### src/rtl/adder_disp_scan_pkg.sv
// Shared types and constants for the scanned adder display.
// Holds the FSM encoding, the digit/prescaler widths, the blank patterns and the digit mux helper.
package adder_disp_scan_pkg;

    typedef enum logic [1:0] {
        ST_IDLE  = 2'd0,
        ST_SHOW  = 2'd1,
        ST_BLANK = 2'd2
    } state_t;

    localparam int DIGIT_W = 2;
    typedef logic [DIGIT_W-1:0] digit_t;

    // Wide enough for DIV-1 at its largest legal value (2^20) and for BLANK-1.
    localparam int PRE_W = 20;
    typedef logic [PRE_W-1:0] pre_t;

    localparam logic [3:0] AN_BLANK  = 4'b1111;
    localparam logic [6:0] SEG_BLANK = 7'b1111111;

    // Digit 0 = sum, 1 = carry-in, 2 = B, 3 = A; all zero-extended to BCD.
    function automatic logic [3:0] digit_sel(input digit_t d, input logic [2:0] sum,
                                             input logic [1:0] ra, input logic [1:0] rb,
                                             input logic rcin);
        logic [3:0] v;
        case (d)
            2'd0:    v = {1'b0, sum};
            2'd1:    v = {3'b000, rcin};
            2'd2:    v = {2'b00, rb};
            default: v = {2'b00, ra};
        endcase
        return v;
    endfunction

endpackage

### src/rtl/BCD_7.sv
// BCD to active-low 7-segment decoder, output order {g,f,e,d,c,b,a}.
// Purely combinational; codes 10..15 decode to all segments dark.
module BCD_7
    import adder_disp_scan_pkg::*;
(
    input  logic [3:0] bcd,
    output logic [6:0] seg
);

    always_comb begin
        seg = SEG_BLANK;
        case (bcd)
            4'd0: seg = 7'b1000000;
            4'd1: seg = 7'b1111001;
            4'd2: seg = 7'b0100100;
            4'd3: seg = 7'b0110000;
            4'd4: seg = 7'b0011001;
            4'd5: seg = 7'b0010010;
            4'd6: seg = 7'b0000010;
            4'd7: seg = 7'b1111000;
            4'd8: seg = 7'b0000000;
            4'd9: seg = 7'b0010000;
            default: seg = SEG_BLANK;
        endcase
    end

endmodule

### src/rtl/adder2.sv
// Two-bit adder with carry-in and carry-out.
// Purely combinational; no handshake.
module adder2 (
    input  logic [1:0] a,
    input  logic [1:0] b,
    input  logic       cin,
    output logic [1:0] s,
    output logic       cout
);

    assign {cout, s} = {1'b0, a} + {1'b0, b} + {2'b00, cin};

endmodule

### src/rtl/adder_disp_scan.sv
// Scans sum / carry-in / B / A of a registered 2-bit addition over four 7-segment digits.
// Outputs are registered (1-cycle latency); no backpressure, load is accepted every cycle.
// Each digit is lit DIV cycles, then all digits are dark BLANK cycles before the next one.
module adder_disp_scan
    import adder_disp_scan_pkg::*;
#(
    parameter int DIV   = 100000,
    parameter int BLANK = 4
) (
    input  logic       clk,
    input  logic       rst,
    input  logic       en,
    input  logic       load,
    input  logic [1:0] a,
    input  logic [1:0] b,
    input  logic       cin,
    output logic [3:0] an,
    output logic [6:0] seg
);

    state_t     state, state_nxt;
    digit_t     digit, digit_nxt;
    pre_t       pre, pre_nxt;
    logic       enter_show;
    logic [1:0] ra, rb;
    logic       rcin;
    logic [3:0] val;
    logic [1:0] sum_s;
    logic       sum_c;
    logic [6:0] seg_dec;

    adder2 u_add (
        .a    (ra),
        .b    (rb),
        .cin  (rcin),
        .s    (sum_s),
        .cout (sum_c)
    );

    BCD_7 u_dec (
        .bcd (val),
        .seg (seg_dec)
    );

    always_comb begin
        state_nxt  = state;
        digit_nxt  = digit;
        pre_nxt    = pre;
        enter_show = 1'b0;
        if (!en) begin
            state_nxt = ST_IDLE;
            digit_nxt = '0;
            pre_nxt   = '0;
        end else begin
            case (state)
                ST_IDLE: begin
                    state_nxt  = ST_SHOW;
                    digit_nxt  = '0;
                    pre_nxt    = '0;
                    enter_show = 1'b1;
                end
                ST_SHOW: begin
                    if (pre == pre_t'(DIV - 1)) begin
                        state_nxt = ST_BLANK;
                        pre_nxt   = '0;
                    end else begin
                        pre_nxt = pre + 1'b1;
                    end
                end
                ST_BLANK: begin
                    if (pre == pre_t'(BLANK - 1)) begin
                        state_nxt  = ST_SHOW;
                        pre_nxt    = '0;
                        digit_nxt  = digit + 1'b1;
                        enter_show = 1'b1;
                    end else begin
                        pre_nxt = pre + 1'b1;
                    end
                end
                default: begin
                    state_nxt = ST_IDLE;
                    digit_nxt = '0;
                    pre_nxt   = '0;
                end
            endcase
        end
    end

    always_ff @(posedge clk) begin
        if (rst) begin
            state <= ST_IDLE;
            digit <= '0;
            pre   <= '0;
            ra    <= '0;
            rb    <= '0;
            rcin  <= 1'b0;
            val   <= '0;
            an    <= AN_BLANK;
            seg   <= SEG_BLANK;
        end else begin
            state <= state_nxt;
            digit <= digit_nxt;
            pre   <= pre_nxt;
            if (load) begin
                ra   <= a;
                rb   <= b;
                rcin <= cin;
            end
            // Latch uses the pre-load operands, so a load during SHOW shows up at the next entry.
            if (enter_show)
                val <= digit_sel(digit_nxt, {sum_c, sum_s}, ra, rb, rcin);
            if (state == ST_SHOW) begin
                an  <= ~(4'b0001 << digit);
                seg <= seg_dec;
            end else begin
                an  <= AN_BLANK;
                seg <= SEG_BLANK;
            end
        end
    end

endmodule

### config.mk
export PLATFORM = sky130hd
export DESIGN_NAME = adder_disp_scan
export DESIGN_NICKNAME = d
export VERILOG_FILES = /design/src/rtl/adder_disp_scan_pkg.sv /design/src/rtl/BCD_7.sv /design/src/rtl/adder2.sv /design/src/rtl/adder_disp_scan.sv
export SDC_FILE = /design/constraint.sdc
export NUM_CORES = 1
export LEC_CHECK = 0
export ABC_AREA = 0
export BUFFER_PORTS_ARGS = -buffer_cell sky130_fd_sc_hd__buf_4
export CAP_MARGIN = 20
export CORE_MARGIN = 2
export CORE_UTILIZATION = 30
export CTS_CLUSTER_SIZE = 40
export DETAILED_ROUTE_END_ITERATION = 10
export PLACE_DENSITY = 0.53
export SLEW_MARGIN = 20
export SYNTH_ARGS = -nofsm -noshare
export SYNTH_HDL_FRONTEND = slang
export SYNTH_SLANG_ARGS = --single-unit
### constraint.sdc
create_clock -name clk -period 2.1 [get_ports clk]
set_input_delay 0.42 -clock clk [delete_from_list [all_inputs] [get_ports clk]]
set_output_delay 0.42 -clock clk [all_outputs]
set_load 0.05 [all_outputs]
==> results of run 1 <==
[layout by cell type (no fill, tap or decap), types with 4 or more instances in the layout]
| master | Yosys | routed |
|---|---|---|
| a21oi_1 | 4 | 4 |
| buf_4 | 0 | 30 |
| clkbuf_8 | 0 | 6 |
| dfxtp_1 | 43 | 40 |
| ha_1 | 13 | 12 |
| inv_1 | 11 | 11 |
| mux2i_1 | 5 | 5 |
| nand2_1 | 25 | 24 |
| nand3_1 | 9 | 8 |
| nand4_1 | 7 | 7 |
| nor2_1 | 36 | 35 |
| o21ai_0 | 9 | 9 |
| xnor2_1 | 6 | 6 |
| xor2_1 | 12 | 12 |
[registers in the layout (all words and copies together), names as in the netlist]
name / count
an: 4
val: 3
digit: 2
state: 2
ra: 2
pre: 20
rb: 2
seg: 7
rcin: 1
[area by class of cell]
cell class                      instances  area (um^2)
Tap cell                               99        123.9
Clock inverter                          2        38.79
Sequential cell                        43        864.6
Timing Repair Buffer                   31        245.2
Fill cell                             746         4448
Multi-Input combinational cell        178         1292
Inverter                               11        41.29
Clock buffer                            6        82.58
[what timing repair did]
item                       in CTS  in global routing
resized for setup               2                 12
setup endpoints to repair       1                 22
hold buffers                    0                  0
setup buffers                   0                  4
pin swaps                       0                  5
[stage by stage]
stage	setup WS [ps]	util	power (uW)	std cells	instance area [um^2]
finish	81.22	0.3768	1685	370	2689
global route	4.448	0.3768	1751	370	2689
CTS	13.13	0.3659	1707	366	2611
detailed placement	2.410	0.3473	1011	358	2479
global placement	68.24	0.3473	1012	358	2479
floorplan	124.7	-	966.1	240	2180
[logic make-up after synthesis]
group | Yosys count | synth area share
and+or+nand+nor | 107 | 0.2618
DFF | 43 | 0.3950
AOI/OAI and AO/OA | 33 | 0.1177
buffers and inverters | 19 | 0.03731
xor gates and xnor gates | 18 | 0.07233
adders and majority gates | 15 | 0.09300
muxes | 5 | 0.02296
[final timing paths]
| kind | cells past startpoint | endpoint | slack (ps) |
|---|---|---|---|
| hold reg to reg | 2 | pre[0]$_SDFF_PP0_ | 510 |
| setup / recovery | 6 | val[0]$_SDFFE_PP0P_ | 80 |
| setup reg to reg | 6 | val[0]$_SDFFE_PP0P_ | 80 |
| hold / removal | 3 | ra[0]$_SDFFE_PP0P_ | 360 |
[layer usage]
metal | vias up | GRT usage | routed length (um)
li1 | 894 | - | -
met2 | 33 | 0.1845 | 1978
met1 | 801 | 0.1582 | 2224
met5 | - | 0 | 0
met4 | 0 | 0.04071 | 68
met3 | 6 | 0.02770 | 154
[critical path: stages, from the launching register on]
cell and delay, ps:
dfxtp_1 370, nor4_4 360, nand4_4 230, o21a_4 270
a31o_2 260, a221oi_2 290, o221ai_2 120
[where the power goes]
part | internal [uW] | switching (uW) | total, uW
logic | 60.6 | 86.0 | 147
clock network | 391 | 299 | 691
registers | 833 | 15.3 | 848
==> summary.txt, run 1 <==
Timing
  – Final Cycle Share: 0.9613
  – Setup Viol. Count Final: 0
  – Final setup TNS: 0 ps
  – Clk_skew: 14.93 ps
  – Hold Vio Cnt, Final: 0
  – Max Freq: 495.3 MHz
  – Final hold slack: 358.0 ps
  – Final count of pins violating max slew: 0
  – Slew HR: 0.7157
  – Post-route minimum period: 2019 ps
  – RSZ-0062 raised after global routing: no
  – Pin slew with the least headroom to its limit: 423.1 ps

Setup path
  – Critical path type: flip-flop to flip-flop
  – Worst EP required: 2280 ps
  – Type of origin of the critical path: flip-flop
  – CP Capture Type: flip-flop
  – Reg-to-Reg Start: pre[17]$_SDFF_PP0_
  – Crit Path Max Fanout: 8
  – Setup crit start: pre[17]$_SDFF_PP0_
  – Arrival @ worst endpoint: 2200 ps

Detailed routing
  – Routed WL: 4426 um
  – Number of routed nets with antenna violations: 0
  – WL/cell: 11.96 um
  – Vias per cell: 4.686
  – 1st-pass router iterations: 4
  – # DRC: 0
  – Drt initial violations: 78
  – Vias: 1734

Global routing
  – First-pass GRT wire length: 7355 um
  – Total track usage: 0.1175
  – Initial antenna violation count: 0
  – Vias in the first global route: 1541
  – Grt ovf: 0
  – Pin count of the biggest net entering global routing: 20

Synth
  – Synth top area cells: dfxtp_1, ha_1, nor2_1
  – Most instantiated cells after synthesis: dfxtp_1, nor2_1, nand2_1
  – Most used DFF post-synth: dfxtp_1
  – Syn_nets: 264
  – Cell taking the most area after synthesis: dfxtp_1
  – Asr flop ratio synth: 0
  – Share of the synthesized area in the top cell type: 0.3949
  – Synth warnings: 0
  – Sequential cell area fraction in the yosys report: 0.3949
  – Register bit total from synthesis: 43
  – Post-Synthesis Cells: 240
  – EDFF count, synth: 0
  – Area of the mapped netlist: 2180 um^2
  – Post-synthesis average cell area: 9.082 um^2
  – Most frequent cell after synthesis: dfxtp_1
  – Unique cell type count in the Yosys netlist: 48

Power and ir drop
  – Leakage: 0.0009788 uW
  – Pwr dens: 626.7 nW/um^2
  – IR drop worst, VDD: 0.2437 mV

Floorplanning
  – Die width: 89.24 um
  – IO Pins: 20
  – Die footprint: 7963 um^2
  – Initial Util: 0.3054
  – Die H: 89.24 um
  – Core Box Area: 7137 um^2
  – # rows: 31

Layout
  – ANT cells: 0
  – Area grow syn2layout: 23.36%
  – Nets: 294
  – Layout cells sized above 1: 0.2435

Clock network
  – Number of CTS-inserted buffers: 5
  – Clock Sinks: 43
  – CTS tree: yes
  – Maximum clock path buffer count: 2
  – Clk slew on worst S/H paths: 80 ps
  – H-tree Lvls: 2
  – Root Buffer: clkbuf_8
  – Clk Latency, worst-skew pair: 300 ps

Placement
  – Routability cong.: 0.8187
  – I/O Buffers: 19
  – Detailed placement HPWL: 3201 um

Hold path
  – Class of the worst hold path: primary input to flip-flop
  – HP Start: a[0]

Flow run
  – Max-cap violations: 0

Run status
  – Outcome: finished, final reports clean
No activity file was read; power rests on OpenSTA's default activity.
==> run 2, diff against run 1 <==
--- a/config.mk
+++ b/config.mk
@@ -12,6 +12,7 @@
 export CORE_UTILIZATION = 30
 export CTS_CLUSTER_SIZE = 40
 export DETAILED_ROUTE_END_ITERATION = 10
+export GPL_TIMING_DRIVEN = 0
 export PLACE_DENSITY = 0.53
 export SLEW_MARGIN = 20
 export SYNTH_ARGS = -nofsm -noshare
==> summary.txt, run 2 (synthesized netlist as in run 1, its figures left out) <==
Setup path
  – Setup crit start: pre[5]$_SDFF_PP0_
  – R2R setup slack: 70 ps (about the same)
  – Crit Path Max Fanout: 8 (unchanged)
  – Worst EP required: 2290 ps (about the same)
  – RR Endpoint: val[0]$_SDFFE_PP0P_
  – Reg-to-Reg Start: pre[5]$_SDFF_PP0_
  – CP Capture Type: flip-flop
  – Type of origin of the critical path: flip-flop
  – Arrival @ worst endpoint: 2220 ps (+20 ps)
  – Critical path type: flip-flop to flip-flop
  – Reg2Reg Depth: 6 (unchanged)

Layout
  – Area grow syn2layout: 25.09%
  – Max reg flops: 20 (unchanged)
  – Filler Cells Inserted: 760 (+1.9%)
  – Layout cells sized above 1: 0.2462 (+0.002670)
  – Sequential cell area: 875.8 um^2 (+1.3%)
  – ANT cells: 0 (unchanged)
  – Commonest non-fill, non-tap cell in the layout: dfxtp_1
  – Post-Layout Cell Count: 363 (-1.9%)
  – Biggest regs: pre (20), seg (7), an (4)
  – Nets: 287 (-2.4%)
  – Largest register by flop count: pre
  – Multi-input logic area: 1398 um^2 (+8.1%)
  – Most frequent cells in the layout: dfxtp_1, nor2_1, nand2_1, buf_4, xor2_1

Clock network
  – Maximum clock path buffer count: 2 (unchanged)
  – Clock Sinks: 43 (unchanged)
  – Number of CTS-inserted buffers: 5 (unchanged)
  – Root Buffer: clkbuf_8
  – Clk Latency, worst-skew pair: 300 ps (about the same)
  – Post-CTS Setup Bufs: 0 (unchanged)
  – CTS tree: yes
  – H-tree Lvls: 2 (unchanged)
  – Clk slew on worst S/H paths: 90 ps (about the same)

Global routing
  – Grt ovf: 0 (unchanged)
  – Initial antenna violation count: 0 (unchanged)
  – Pin count of the biggest net entering global routing: 20 (unchanged)
  – Vias in the first global route: 1548 (+0.45%)
  – Total track usage: 0.1148 (-0.002718)
  – First-pass GRT wire length: 7120 um (-3.2%)

Hold path
  – Worst Hold Path Cells: 3 (unchanged)
  – Class of the worst hold path: primary input to flip-flop
  – HP Start: b[0]
  – Hold Crit Endpoint: rb[0]$_SDFFE_PP0P_

Timing
  – Final worst slack: 67.85 ps (-13.37 ps)
  – Post-route minimum period: 2032 ps (+13.37 ps)
  – Hold Vio Cnt, Final: 0 (unchanged)
  – Max Freq: 492.1 MHz (-0.66%)
  – Pin slew with the least headroom to its limit: 466.5 ps (+43.37 ps)
  – RSZ-0062 raised after global routing: yes
  – Final Cycle Share: 0.9677 (+0.006366)
  – Clk_skew: 8.896 ps (-6.031 ps)
  – Final count of pins violating max slew: 0 (unchanged)
  – Slew HR: 0.6861 (-0.02961)
  – Setup Viol. Count Final: 0 (unchanged)

Power and ir drop
  – Sequential power share: 0.501 (-0.002)
  – Leakage: 0.0009551 uW (-2.4%)
  – P_int: 1281 uW (-0.31%)
  – IR drop worst, VDD: 0.2586 mV (+6.1%)
  – Final Power: 1688 uW (+0.15%)
  – Switching share of power: 0.2413 (+0.003513)
  – Logic pwr share: 0.094 (+0.007)
  – Net Switching: 407.2 uW (+1.6%)
  – Pwr dens: 619.0 nW/um^2 (-1.2%)
  – Clk network pwr share: 0.405 (-0.005)

Detailed routing
  – Vias: 1681 (-3.1%)
  – WL/cell: 11.77 um (-1.6%)
  – Number of routed nets with antenna violations: 0 (unchanged)
  – 1st-pass router iterations: 4 (unchanged)
  – Routed WL: 4273 um (-3.5%)
  – Drt initial violations: 57 (-27%)
  – # DRC: 0 (unchanged)
  – Vias per cell: 4.631 (-1.2%)

Placement
  – I/O Buffers: 18 (-1)
  – Detailed placement HPWL: 3111 um (-2.8%)
  – Routability cong.: 0.7691 (-6.1%)
  – Placed Cells: 357 (-0.28%)
  – Place WS: -223.6 ps (-226.0 ps)

Floorplanning
  – Die footprint: 7963 um^2 (unchanged)
  – IO Pins: 20 (unchanged)
  – Initial Util: 0.3054 (unchanged)
  – Core Box Area: 7137 um^2 (unchanged)
  – Die H: 89.24 um (unchanged)
  – # rows: 31 (unchanged)
  – Die width: 89.24 um (unchanged)

Run status
  – Outcome: finished, final reports clean

Flow run
  – Max-cap violations: 0 (unchanged)
## run 2: metal layers
layer,vias to the layer above,global-route usage,share of wire
met3,8,0.03047,0.031
met1,782,0.1519,0.52
met2,19,0.1785,0.43
met4,0,0.04478,0.017
li1,872,-,-
met5,-,0,0
## run 2: worst max-delay path by stage
stage,depth (start not counted),to,slack [ps]
CTS,7,val[0]$_SDFFE_PP0P_,2
finish,6,val[0]$_SDFFE_PP0P_,70
global placement,7,val[1]$_SDFFE_PP0P_,-220
floorplan,7,val[1]$_SDFFE_PP0P_,120
global route,6,val[0]$_SDFFE_PP0P_,-40
detailed placement,7,val[1]$_SDFFE_PP0P_,-220
## run 2: power groups by stage
stage / clock network, uW / registers (uW) / logic (uW)
finish: 683 / 846 / 159
global route: 726 / 849 / 175
CTS: 705 / 847 / 145
detailed placement: 0 / 866 / 145
global placement: 0 / 866 / 144
floorplan: 0 / 886 / 80.1
## run 2: per-stage QoR
| step | cell area, um^2 | util | hold slack (ps) | setup TNS, ps |
|---|---|---|---|---|
| floorplan | 2180 | - | 426.1 | 0 |
| global placement | 2439 | 0.3417 | 452.1 | -1348 |
| detailed placement | 2439 | 0.3417 | 456.5 | -1440 |
| CTS | 2585 | 0.3622 | 348.6 | 0 |
| global route | 2726 | 0.3820 | 358.2 | -81.75 |
| finish | 2726 | 0.3820 | 353.3 | 0 |
## run 2: critical path: stages, from the launching register on
cell and delay (ps):
dfxtp_4 370, nor4_4 370, nand4_4 220, o21a_4 300, a31o_4 260, a221oi_4 260
o221ai_2 130
## run 2: cell type report
class                   instances  area share
repair buffers                 18     0.04956
inverters                      11     0.01514
well taps                      99     0.04543
flip-flops and latches         43      0.3212
clock buffers                   6     0.03029
multi-input cells             178      0.5126
plain buffers                   6     0.01285
clock inverters                 2     0.01285
## run 2: what timing repair did
action                     CTS  global route
pin swaps                    1             9
resized for setup           10            28
cloned                       0             0
hold buffers                 0             0
setup endpoints to repair   13            22
